[src/rtl/snake_body_engine.sv]
// Purpose : snake game-logic stage; holds up to MAX_LEN grid segments, moves one cell per step, grows, detects collisions.
// Latency : one cycle; every output is registered and updates on the edge that samples start/step.
// Backpres: none; a step is accepted every cycle in RUN, ignored in IDLE/DEAD (no buffering).
// Ports   : clk, rst (async active-low) | start, step, dir[1:0], grow in |
//           snake_x_o/snake_y_o (4 bits per slot, slot 0 = head), length, game_state, moved out.
// Option  : define SNAKE_BARRIER_EN to make cells (3..6,2) lethal; undefined, they are free cells.
module snake_body_engine #(
    parameter int MAX_LEN  = 10,
    parameter int GRID_W   = 10,
    parameter int GRID_H   = 8,
    parameter int INIT_LEN = 3
) (
    input  logic                 clk,
    input  logic                 rst,
    input  logic                 start,
    input  logic                 step,
    input  logic [1:0]           dir,
    input  logic                 grow,
    output logic [4*MAX_LEN-1:0] snake_x_o,
    output logic [4*MAX_LEN-1:0] snake_y_o,
    output logic [3:0]           length,
    output logic [2:0]           game_state,
    output logic                 moved
);

    localparam logic [2:0] ST_IDLE   = 3'b000;
    localparam logic [2:0] ST_RUN    = 3'b001;
    localparam logic [2:0] ST_DEAD   = 3'b010;

    localparam logic [1:0] DIR_UP    = 2'b00;
    localparam logic [1:0] DIR_DOWN  = 2'b01;
    localparam logic [1:0] DIR_LEFT  = 2'b10;
    localparam logic [1:0] DIR_RIGHT = 2'b11;

    localparam logic [3:0] START_Y   = 4'd5;

    // Load pattern: a horizontal line ending at x=0; unused slots sit on the tail.
    function automatic logic [3:0] load_x(input int idx);
        return (idx < INIT_LEN) ? 4'(INIT_LEN - 1 - idx) : 4'd0;
    endfunction

    logic [2:0] state_q, state_d;
    logic [3:0] len_q, len_d;
    logic [1:0] head_dir_q, head_dir_d;
    logic       moved_q, moved_d;
    logic [3:0] seg_x_q [MAX_LEN];
    logic [3:0] seg_x_d [MAX_LEN];
    logic [3:0] seg_y_q [MAX_LEN];
    logic [3:0] seg_y_d [MAX_LEN];

    logic [1:0] eff_dir;
    logic [4:0] hx, hy, nx, ny;
    logic       grow_eff;
    logic [3:0] new_len;
    logic [3:0] tail_idx;
    logic       wall_hit, self_hit, barrier_hit;

    // Reversal is a flip of the low dir bit (up<->down, left<->right).
    assign eff_dir = (dir == (head_dir_q ^ 2'b01)) ? head_dir_q : dir;

    // Next head at 5 bits so that 0-1 wraps to 31 and lands outside the grid.
    always_comb begin
        hx = {1'b0, seg_x_q[0]};
        hy = {1'b0, seg_y_q[0]};
        nx = hx;
        ny = hy;
        case (eff_dir)
            DIR_UP:    ny = hy - 5'd1;
            DIR_DOWN:  ny = hy + 5'd1;
            DIR_LEFT:  nx = hx - 5'd1;
            default:   nx = hx + 5'd1;
        endcase
    end

    // Growing at full length degrades to a plain move.
    assign grow_eff = grow && (len_q < 4'(MAX_LEN));
    assign new_len  = len_q + {3'b000, grow_eff};
    // The new tail is the old segment sitting just before the new tail index.
    assign tail_idx = new_len - 4'd2;

    assign wall_hit = (nx >= 5'(GRID_W)) || (ny >= 5'(GRID_H));

    // Segments 1..new_len-2 stay occupied after the move: that excludes the
    // vacating tail on a plain move and includes it when growing.
    always_comb begin
        self_hit = 1'b0;
        for (int i = 1; i < MAX_LEN; i++) begin
            if ((i < int'(new_len) - 1) && (seg_x_q[i] == nx[3:0]) && (seg_y_q[i] == ny[3:0]))
                self_hit = 1'b1;
        end
    end

`ifdef SNAKE_BARRIER_EN
    assign barrier_hit = (ny == 5'd2) && (nx >= 5'd3) && (nx <= 5'd6);
`else
    assign barrier_hit = 1'b0;
`endif

    always_comb begin
        state_d    = state_q;
        len_d      = len_q;
        head_dir_d = head_dir_q;
        moved_d    = 1'b0;
        for (int i = 0; i < MAX_LEN; i++) begin
            seg_x_d[i] = seg_x_q[i];
            seg_y_d[i] = seg_y_q[i];
        end

        if (start && (state_q != ST_RUN)) begin
            // start beats a same-cycle step outside RUN
            state_d    = ST_RUN;
            len_d      = 4'(INIT_LEN);
            head_dir_d = DIR_RIGHT;
            for (int i = 0; i < MAX_LEN; i++) begin
                seg_x_d[i] = load_x(i);
                seg_y_d[i] = START_Y;
            end
        end else if (step && (state_q == ST_RUN)) begin
            if (wall_hit || self_hit || barrier_hit) begin
                // body, length and heading freeze at their pre-step values
                state_d = ST_DEAD;
            end else begin
                head_dir_d = eff_dir;
                len_d      = new_len;
                moved_d    = 1'b1;
                seg_x_d[0] = nx[3:0];
                seg_y_d[0] = ny[3:0];
                for (int i = 1; i < MAX_LEN; i++) begin
                    if (i < int'(new_len)) begin
                        seg_x_d[i] = seg_x_q[i-1];
                        seg_y_d[i] = seg_y_q[i-1];
                    end else begin
                        seg_x_d[i] = seg_x_q[tail_idx];
                        seg_y_d[i] = seg_y_q[tail_idx];
                    end
                end
            end
        end
    end

    always_ff @(posedge clk or negedge rst) begin
        if (!rst) begin
            state_q    <= ST_IDLE;
            len_q      <= 4'(INIT_LEN);
            head_dir_q <= DIR_RIGHT;
            moved_q    <= 1'b0;
            for (int i = 0; i < MAX_LEN; i++) begin
                seg_x_q[i] <= load_x(i);
                seg_y_q[i] <= START_Y;
            end
        end else begin
            state_q    <= state_d;
            len_q      <= len_d;
            head_dir_q <= head_dir_d;
            moved_q    <= moved_d;
            for (int i = 0; i < MAX_LEN; i++) begin
                seg_x_q[i] <= seg_x_d[i];
                seg_y_q[i] <= seg_y_d[i];
            end
        end
    end

    always_comb begin
        snake_x_o = '0;
        snake_y_o = '0;
        for (int i = 0; i < MAX_LEN; i++) begin
            snake_x_o[4*i +: 4] = seg_x_q[i];
            snake_y_o[4*i +: 4] = seg_y_q[i];
        end
    end

    assign length     = len_q;
    assign game_state = state_q;
    assign moved      = moved_q;

endmodule

[config.mk]
export PLATFORM = sky130hd
export DESIGN_NAME = snake_body_engine
export DESIGN_NICKNAME = d
export VERILOG_FILES = /design/src/rtl/snake_body_engine.sv
export SDC_FILE = /design/constraint.sdc
export NUM_CORES = 1
export LEC_CHECK = 0
export CAP_MARGIN = 20
export CELL_PAD_IN_SITES_DETAIL_PLACEMENT = 0
export CELL_PAD_IN_SITES_GLOBAL_PLACEMENT = 1
export CORE_ASPECT_RATIO = 1.75
export CORE_MARGIN = 8
export CORE_UTILIZATION = 39
export CTS_CLUSTER_SIZE = 25
export DETAILED_ROUTE_END_ITERATION = 8
export PLACE_DENSITY_LB_ADDON = 0.1
export SETUP_SLACK_MARGIN = 0.15
export SKIP_LAST_GASP = 1
export SLEW_MARGIN = 10
export SYNTH_ARGS = -nofsm -noshare
export SYNTH_HDL_FRONTEND = slang
export SYNTH_SLANG_ARGS = --single-unit
[constraint.sdc]
create_clock -name clk -period 4.45 [get_ports clk]
set_input_delay 0.6675 -clock clk [delete_from_list [all_inputs] [get_ports clk]]
set_output_delay 0.6675 -clock clk [all_outputs]
set_load 0.03 [all_outputs]
==> results.cfg <==
[floorplan]
dieHeight_microns = 195
core_area_sq_um = 18000
ios = 95
die_w_microns = 118
dieArea_sq_um = 23100
rows = 65
start_util_pct = 39.8

[timing]
hold_ws_ns = 0.464
slew_headroom_pct = 37.6
setup_violations = 0
fin_crit_ns = 4.06
rsz0062_at_grt = no
finalHoldViolCount = 0
fmax_mhz = 247
setup_tns_ns = 0
worst_slack_ns = 0.393
worstMarginPinSlew_ns = 0.935
fin_skew_ns = 0.00931
slew_viol_final = 0
fin_crit_sh_pct = 91.2

[setup_path]
r2r_setup_slack_ns = 0.51
critPathKind = in -> reg
rr_worst_depth = 16
crit-reg2reg-capture = snake_x_o[6]
critPathCaptureType = register
critical-path-slowest-cell = clkdlybuf4s50_1
rr_startpoint = length[1]
critPathLaunch = dir[0]
crit_end = snake_y_o[5]
cp_common_cell = nand2_1
worst_ep_arrival_time_ns = 4.31
crit_path_max_incr_delay_ns = 0.56
cp_max_fo = 15
worstSetupStartpointType = input port
cp.required_ns = 4.71
crit_chain = clkdlybuf4s50_1 > nand2_1 > nand2_1 > nand2_1 > inv_1 > fa_1 > buf_4 > xnor2_1 > nor4_1 > a31oi_1 > nor4_1 > a32o_2 > nor4_4 > nand3_4 > buf_12 > buf_4 > mux2i_1

[drt]
wirelength_mm = 26.6
first_pass_iters = 5
drc_errors = 0
wire_per_inst_microns = 23.2
via_count = 6551
postRouteAntennaNets = 0
drt-initial-drc-count = 379
vias_per_cell = 5.71

[synth]
synth_cells = 804
synth_area_leader_cell = dfrtp_1
syn_area_per_cell_sq_um = 8.90
seq_area_frac_synth_pct = 31.6
ys.flop_type = dfrtp_1
synth_edf_count = 0
synth_area_leaders = dfrtp_1 (22%), mux2i_1 (14%), dfstp_2 (9.5%)
ys_async_sr_fraction_pct = 100
yosys.area.top_type_share_pct = 22.0
synth_cell_types = 73
syn-num-nets = 827
yosysWarnings = 0
synth_seq_cells = 89
synth_area_sq_um = 7150

[power]
cellInternalPower_w = 0.00391
ir_drop_mv = 0.523
clockPowerShare_pct = 9.9
switching_share_pct = 51.9
power_density_nw_per_um2 = 913
p_seq_share_pct = 20.4
finalPower_w = 0.00814
power_switching_w = 0.00423
combPwrFrac_pct = 69.7
leakage_nw = 4.15

[placement]
dp.cells = 1132
dpl_worst_slack_ns = 0.0315
gp_congestion = 0.938
numPortBuffers = 93
dp_hpwl_mm = 20.3

[clock_network]
tritoncts = built
numCtsBuffers = 9
cts.sinks = 89
clk_latency_ns = 0.35
cts-root-buf = clkbuf_16
htreeDepth = 3
clk_path_buf_depth = 2
postCtsSetupBuffers = 0
clk_pin_slew_ns = 0.07

[outcome]
outcome = complete, no violations

[global_routing]
track_usage_pct = 23.3
grt_pass1_wl_mm = 41.5
antenna_found_initial = 0
overflow = 0
grt_max_degree = 68
grt_pass1_vias = 6835

[run]
max_cap_viol_count = 0

[min_path]
min_path_type = in -> async

[final_layout]
antenna_cells = 0
fin_nets = 932
fin_cells = 1148
drive_above_1_share_pct = 15.0
syn_to_final_growth_pct = 24.7
-- worst max-delay path, delay by kind of cell --
kind | cells | cell delay [ns]
AO/OA/AOI/OAI | 2 | 0.40
XOR/XNOR | 1 | 0.13
adder cells (fa/ha/maj) | 1 | 0.43
buffers and inverters | 5 | 1.27
multiplexers | 1 | 0.23
AND/OR/NAND/NOR | 7 | 1.17
-- state kept, by name, indices dropped and copies added (netlist names) --
signal / count
snake_y_o: 40
length: 4
moved: 1
game_state: 2
snake_x_o: 40
head_dir_q: 2
-- synth_stat cells, types with 14 or more instances --
cell type and number:
o21ai_0 34, nor2_1 89, mux4_2 16, a21oi_1 60, inv_1 18, xnor2_1 46
clkbuf_1 28, nand2_1 106, ha_1 14, xor2_1 31, mux2i_1 100, dfrtp_1 63
dfstp_2 26
-- layout make-up --
| cell class | count | area [sq um] |
|---|---|---|
| well taps | 234 | 293 |
| repair buffers | 148 | 1410 |
| inverters | 21 | 78.8 |
| clock inverters | 4 | 51.3 |
| fillers | 1766 | 9050 |
| flip-flops and latches | 89 | 2260 |
| clock buffers | 12 | 256 |
| multi-input cells | 640 | 4570 |
-- timing repair --
item | CTS | global route
gates resized for setup | 0 | 3
setup endpoints to repair | 0 | 1
hold buffers | 0 | 0
-- through the flow --
step	area (sq um)	utilization, %
6_report	8920	49.6
5_1_grt	8920	49.6
4_1_cts	8900	49.5
3_5_place_dp	8590	47.8
3_3_place_gp	8560	47.6
2_1_floorplan	7160	-
-- worst min-delay path by stage --
| stage | from | end | slack, ns | cells after the start |
|---|---|---|---|---|
| 6_report | rst | snake_y_o[7] | 0.46 | 1 |
| 3_3_place_gp | game_state[1] | game_state[1] | 0.52 | 1 |
| 5_1_grt | rst | snake_y_o[11] | 0.53 | 1 |
| 3_5_place_dp | length[0] | length[0] | 0.55 | 2 |
| 4_1_cts | rst | snake_y_o[11] | 0.49 | 1 |
| 2_1_floorplan | rst | game_state[0] | 0.37 | 0 |
-- layer usage --
| metal | global-route usage [%] | vias to the layer above | wire (microns) |
|---|---|---|---|
| li1 | - | 3042 | - |
| met1 | 24.7 | 3241 | 10000 |
| met4 | 12.4 | 0 | 1310 |
| met5 | 0 | - | 0 |
| met3 | 3.76 | 54 | 1140 |
| met2 | 42.9 | 214 | 14200 |
-- logic make-up after synthesis --
logic type	after synthesis	share of synthesized area [%]
flops	89	31.6
other cells	1	0.0524
buf+inv	75	5.16
xor+xnor	79	9.88
mux	118	19.3
simple gates	265	16.6
compound gates	161	14.3
fa+ha+maj	16	3.01
-- cell usage in the layout, fill, tap and decap left out, drive strengths merged, types with 3 or more instances in the layout --
cell type / count
and2: 3
mux4: 16
clkbuf: 12
a31oi: 6
dfstp: 26
xnor2: 47
nand2: 106
and3: 3
xor2: 32
inv: 21
o22ai: 4
nor2b: 3
mux2i: 100
nor2: 90
o21ai: 40
buf: 57
nand3: 6
nor4: 8
nand2b: 10
nand4: 13
clkdlybuf4s50: 91
or3: 6
a22oi: 9
or4: 3
nand3b: 3
nor3: 5
ha: 14
a221oi: 3
a21oi: 60
a21o: 4
a211oi: 5
a2111oi: 3
dfrtp: 63
o211ai: 3
o21a: 3
-- power groups by stage --
stage / combinational (W) / clock (W) / sequential, W
2_1_floorplan: 0.00317 / 0 / 0.00192
3_3_place_gp: 0.00555 / 0 / 0.00166
3_5_place_dp: 0.00563 / 0 / 0.00167
4_1_cts: 0.00566 / 0.000822 / 0.00166
5_1_grt: 0.00613 / 0.000849 / 0.00170
6_report: 0.00568 / 0.000807 / 0.00166
Note: power is estimated with default switching activity, not from simulation.
